$ cat src/rtl/capture_dump_ctrl.sv
// Capture/dump sequencer for the I/Q sample buffer: arm by UART command, fill the SPRAM
// array on a trigger edge, then drain it to the UART transmitter as bytes, low byte first.
module capture_dump_ctrl #(
    parameter int          ADDR_W    = 16,
    parameter logic [7:0]  CMD_ARM   = 8'h61,
    parameter logic [7:0]  CMD_ABORT = 8'h73
) (
    input  logic              clk,
    input  logic              rst,
    input  logic              cmd_valid,
    input  logic [7:0]        cmd_data,
    input  logic              trig,
    input  logic              smp_stb,
    input  logic [15:0]       smp_data,
    output logic [ADDR_W-1:0] ram_addr,
    output logic [15:0]       ram_wdata,
    output logic              ram_wren,
    input  logic [15:0]       ram_rdata,
    output logic [7:0]        tx_data,
    output logic              tx_start,
    input  logic              tx_busy,
    output logic [2:0]        state_o,
    output logic              done
);

    typedef enum logic [2:0] {
        IDLE    = 3'd0,
        ARMED   = 3'd1,
        CAPTURE = 3'd2,
        RD      = 3'd3,
        SEND_LO = 3'd4,
        SEND_HI = 3'd5,
        WAIT_TX = 3'd6
    } state_t;

    localparam logic [ADDR_W-1:0] LAST = '1;

    state_t            state, state_nx;
    logic              trig_d;
    logic [ADDR_W-1:0] addr_nx;
    logic [15:0]       wdata_nx;
    logic              wren_nx;
    logic [7:0]        txd_nx;
    logic              txs_nx;
    logic              done_nx;
    logic              sent_hi, sent_hi_nx;
    logic              tx_first, tx_first_nx;
    logic [7:0]        hi_byte, hi_byte_nx;
    logic              abort;
    logic              last_wr;

    assign abort   = cmd_valid && (cmd_data == CMD_ABORT);
    // The write currently on the bus is the final one; a strobe arriving now must not wrap.
    assign last_wr = ram_wren && (ram_addr == LAST);
    assign state_o = state;

    always_ff @(posedge clk or negedge rst) begin
        if (!rst) begin
            state     <= IDLE;
            trig_d    <= 1'b0;
            ram_addr  <= '0;
            ram_wdata <= '0;
            ram_wren  <= 1'b0;
            tx_data   <= '0;
            tx_start  <= 1'b0;
            done      <= 1'b0;
            sent_hi   <= 1'b0;
            tx_first  <= 1'b0;
            hi_byte   <= '0;
        end else begin
            state     <= state_nx;
            trig_d    <= trig;
            ram_addr  <= addr_nx;
            ram_wdata <= wdata_nx;
            ram_wren  <= wren_nx;
            tx_data   <= txd_nx;
            tx_start  <= txs_nx;
            done      <= done_nx;
            sent_hi   <= sent_hi_nx;
            tx_first  <= tx_first_nx;
            hi_byte   <= hi_byte_nx;
        end
    end

    always_comb begin
        state_nx    = state;
        addr_nx     = ram_addr;
        wdata_nx    = ram_wdata;
        wren_nx     = 1'b0;
        txd_nx      = tx_data;
        txs_nx      = 1'b0;
        done_nx     = 1'b0;
        sent_hi_nx  = sent_hi;
        tx_first_nx = 1'b0;
        hi_byte_nx  = hi_byte;
        if (abort) begin
            state_nx = IDLE;
            addr_nx  = '0;
        end else begin
            case (state)
                IDLE: begin
                    if (cmd_valid && (cmd_data == CMD_ARM))
                        state_nx = ARMED;
                end
                ARMED: begin
                    if (trig && !trig_d) begin
                        state_nx = CAPTURE;
                        addr_nx  = '0;
                    end
                end
                CAPTURE: begin
                    // Address advances after each write cycle, so back-to-back strobes
                    // land on consecutive words.
                    if (ram_wren)
                        addr_nx = ram_addr + 1'b1;
                    if (last_wr) begin
                        state_nx = RD;
                    end else if (smp_stb) begin
                        wren_nx  = 1'b1;
                        wdata_nx = smp_data;
                    end
                end
                RD: state_nx = SEND_LO;
                SEND_LO: begin
                    if (!tx_busy) begin
                        txd_nx      = ram_rdata[7:0];
                        hi_byte_nx  = ram_rdata[15:8];
                        txs_nx      = 1'b1;
                        sent_hi_nx  = 1'b0;
                        tx_first_nx = 1'b1;
                        state_nx    = WAIT_TX;
                    end
                end
                SEND_HI: begin
                    if (!tx_busy) begin
                        txd_nx      = hi_byte;
                        txs_nx      = 1'b1;
                        sent_hi_nx  = 1'b1;
                        tx_first_nx = 1'b1;
                        state_nx    = WAIT_TX;
                    end
                end
                WAIT_TX: begin
                    // Busy from acia_tx lags tx_start by one cycle; skip that first look.
                    if (!tx_first && !tx_busy) begin
                        if (!sent_hi) begin
                            state_nx = SEND_HI;
                        end else if (ram_addr == LAST) begin
                            done_nx  = 1'b1;
                            addr_nx  = '0;
                            state_nx = IDLE;
                        end else begin
                            addr_nx  = ram_addr + 1'b1;
                            state_nx = RD;
                        end
                    end
                end
                default: state_nx = IDLE;
            endcase
        end
    end

endmodule

$ cat config.mk
export PLATFORM = sky130hd
export DESIGN_NAME = capture_dump_ctrl
export DESIGN_NICKNAME = d
export VERILOG_FILES = /design/src/rtl/capture_dump_ctrl.sv
export SDC_FILE = /design/constraint.sdc
export NUM_CORES = 1
export LEC_CHECK = 0
export BUFFER_PORTS_ARGS = -buffer_cell sky130_fd_sc_hd__buf_2
export CORE_MARGIN = 3
export CORE_UTILIZATION = 40
export DETAILED_ROUTE_END_ITERATION = 12
export PLACE_DENSITY = 0.65
export SYNTH_ARGS = -nofsm -noshare
export SYNTH_HDL_FRONTEND = slang
export SYNTH_SLANG_ARGS = --single-unit
$ cat constraint.sdc
create_clock -name clk -period 4.6 [get_ports clk]
set_input_delay 0.23 -clock clk [delete_from_list [all_inputs] [get_ports clk]]
set_output_delay 0.23 -clock clk [all_outputs]
set_load 0.01 [all_outputs]
==> metrics.md <==
| Metric | Value |
|---|---|
| Final setup fails | `0` |
| HPWL after detailed placement | `4430 um` |
| CTS tree | `done` |
| Number of vias per cell | `between 5 and 6` |
| Pint | `~1.2 mW` |
| Pwr Density | `556 nW/um^2` |
| Min Tclk post-route | `roughly 2.8 ns` |
| FF+latch count, synth | `56` |
| Net switching power | `0.657 mW` |
| Final WL | `6120 um` |
| Post-DP Area | `3240 sq um` |
| Post-CTS Resized | `0` |
| Critical path startpoint category | `flop` |
| Area of the multi-input gates | `1250 sq um` |
| WL/cell | `about 15 um` |
| Sequential Power Share | `0.437` |
| Largest net degree at the start of global routing | `57` |
| TritonCTS buffer count | `5` |
| Fraction of the yosys area taken by sequential cells | `0.519` |
| Sw Share | `0.351` |
| Max Clk Rate | `364 MHz` |
| Core ar. | `6460 sq um` |
| Worst-Skew Late Latency | `0.31 ns` |
| First-pass GRT wire length | `approximately 10000 um` |
| WHS | `~0.036 ns` |
| Status | `complete, no violations` |
| Nets@finish | `between 300 and 400` |
| Final period utilization | `0.598` |
| Final hold violation count | `0` |
| CP max stage delay | `0.89 ns` |
| CP max stage cell | `a21oi_1` |
| Final setup TNS | `0 ns` |
| Vias in the first global route | `2126` |
| Crit end category | `flop` |
| VDD IR-drop max | `0.000255 V` |
| Cell taking the most area after synthesis | `dfrtp_1` |
| Logic pwr share | `0.375` |
| GRT overflow | `0` |
| Cts hold-fix bufs | `0` |
| Synth unique cells | `49` |
| Leakage power | `1.69 nW` |
| Crit path max fanout | `15` |
| Cell Area, Synth | `2700 sq um` |
| Synth top area share | `0.519` |
| DIE WIDTH | `between 80 and 90 um` |
| DR pass1 iterations | `4` |
| Layout cells sized above 1 | `0.410` |
| Post-synth EDFFs | `0` |
| Clock network power share | `0.187` |
| RSZ-0062 raised after global routing | `false` |
| Type of the tightest min-delay check | `in2reg` |
| Vias | `2168` |
| Initial core utilization | `0.418` |
| Final max-slew violation count | `0` |
| Row cnt | `29` |
| Root Buffer | `clkbuf_8` |
| Reg clk slew, reported paths | `0.10 ns` |
| Critical Path AT | `2.95 ns` |
| Global placement routability congestion | `0.862` |
| Async SR Flop Fraction | `1.00` |
| Antenna cell count | `0` |
| Synth-to-layout area growth | `24.4%` |
| Num ports | `92` |
| Worst-path cell chain | `nor3b_1 > a32oi_1 > a21oi_1 > nor2_2 > a22o_1` |
| Die H | `88.2 um` |
| Slew at the pin closest to its max-slew limit | `1.06 ns` |
| Max Buffers Root-to-Sink | `2` |
| Type of the worst setup path | `reg2reg` |
| Initial antenna violation count | `0` |
| Post-CTS Setup Repair Bufs | `0` |
| Top-count cell post-synth | `dfrtp_1` |
| Synth Flop Type | `dfrtp_1` |
| Design area | `between 3000 and 4000 sq um` |
| WP data required | `between 4 and 5 ns` |
| FF+latch area | `roughly 1400 sq um` |
| Die ar. | `7780 sq um` |
| Commonest cells post-synth | `dfrtp_1 (56), nand2_1 (23), mux2_2 (16), o21ai_0 (15), nand3_1 (13)` |
| Net count after synthesis | `281` |
| Yosys warns | `0` |
| Syn Inst Count | `234` |
| Skew final | `0.00585 ns` |
| Syn_area_per_cell | `11.5 sq um` |
| Max-slew headroom | `0.294` |
| GR Util All Layers | `0.164` |
| Max-cap violation count | `0` |
| Fillcell total | `609` |
| Drt drc | `0` |
| Routed Antenna Nets | `0` |
| Htree depth | `2` |
| DR iter-0 viols | `92` |
| Largest cells by area after synthesis | `dfrtp_1 (52%), mux2_2 (6.7%), mux2_4 (5.0%)` |
| IO buf count | `91` |
| CTS Sinks | `56` |
## cell families (layout without fill, tap and decap cells)
group	count (synthesis)	count (layout)	synth area share
DFF	56	56	0.519
AOI/OAI and AO/OA	52	52	0.139
buffers and inverters	10	105	0.0180
muxes	33	33	0.146
xor gates and xnor gates	1	1	0.00324
adders and majority gates	1	1	0.00463
and+or+nand+nor	81	81	0.170
## state kept, by name, summed over array words and instances (netlist names)
signal / cells
hi_byte: 8
state_o: 3
ram_addr: 16
ram_wdata: 16
tx_data: 8
ram_wren: 1
done: 1
sent_hi: 1
tx_first: 1
trig_d: 1
## metrics by stage
step / setup slack [ns] / std cells / total power [mW] / util
after detailed placement: 1.93 / 398 / 1.54 / 0.501
after floorplan: 2.42 / 234 / 1.28 / -
after CTS: 1.89 / 406 / 1.89 / 0.521
after global routing: 1.63 / 406 / 2.01 / 0.521
final: 1.85 / 406 / 1.87 / 0.521
after global placement: 2.08 / 398 / 1.52 / 0.501
## routing by layer
layer | wire [um] | global-route usage | vias to the layer above | share of wire
met3 | 414 | 0.0376 | 4 | 0.068
met2 | 2840 | 0.257 | 75 | 0.46
met5 | 0 | 0 | - | 0
met1 | 2810 | 0.230 | 1032 | 0.46
met4 | 53 | 0.0453 | 0 | 0.0087
li1 | - | - | 1057 | -
## critical path, delay by kind of cell (launching register included)
family / cells / cell delay (ns)
AOI/OAI and AO/OA: 3 / 1.38
and+or+nand+nor: 2 / 0.61
DFF: 1 / 0.64
## cell type report
class                           instances  area share
Tap cell                               77      0.0287
Clock inverter                          1     0.00893
Sequential cell                        56       0.417
Multi-Input combinational cell        168       0.373
Inverter                                4     0.00447
Clock buffer                            7      0.0287
Timing Repair Buffer                   93       0.140
## cell usage in the layout (no fill, tap or decap), types with 5 or more instances in the layout
cell      instances
nand3_1          13
a22o_1            8
mux2i_1           8
a21o_1            5
nor3_1            8
mux2_2           16
buf_2            91
o21ai_0          15
a21oi_1           7
mux2_4            9
nand2_1          23
clkbuf_8          7
dfrtp_1          56
nor2_1           11
## worst paths after layout
check	startpoint	end	slack, ns	cells after the start
setup / recovery	state_o[0]$_DFFE_PN0P_	ram_addr[2]$_DFFE_PN0P_	1.85	5
setup reg to reg	state_o[0]$_DFFE_PN0P_	ram_addr[2]$_DFFE_PN0P_	1.85	5
hold / removal	trig	trig_d$_DFF_PN0_	0.04	1
max in group asynchronous	rst	ram_wdata[6]$_DFFE_PN0P_	4.08	2
hold reg to reg	tx_data[5]$_DFFE_PN0P_	tx_data[5]$_DFFE_PN0P_	0.48	2
min in group asynchronous	rst	done$_DFF_PN0_	0.05	2
## power by group through the flow
stage | Sequential, mW | Clock (mW) | Combinational [mW]
global route | 0.849 | 0.385 | 0.775
floorplan | 0.843 | 0 | 0.436
finish | 0.818 | 0.350 | 0.702
detailed placement | 0.822 | 0 | 0.715
CTS | 0.818 | 0.362 | 0.713
global placement | 0.817 | 0 | 0.701
(Power assumes the default switching activity.)
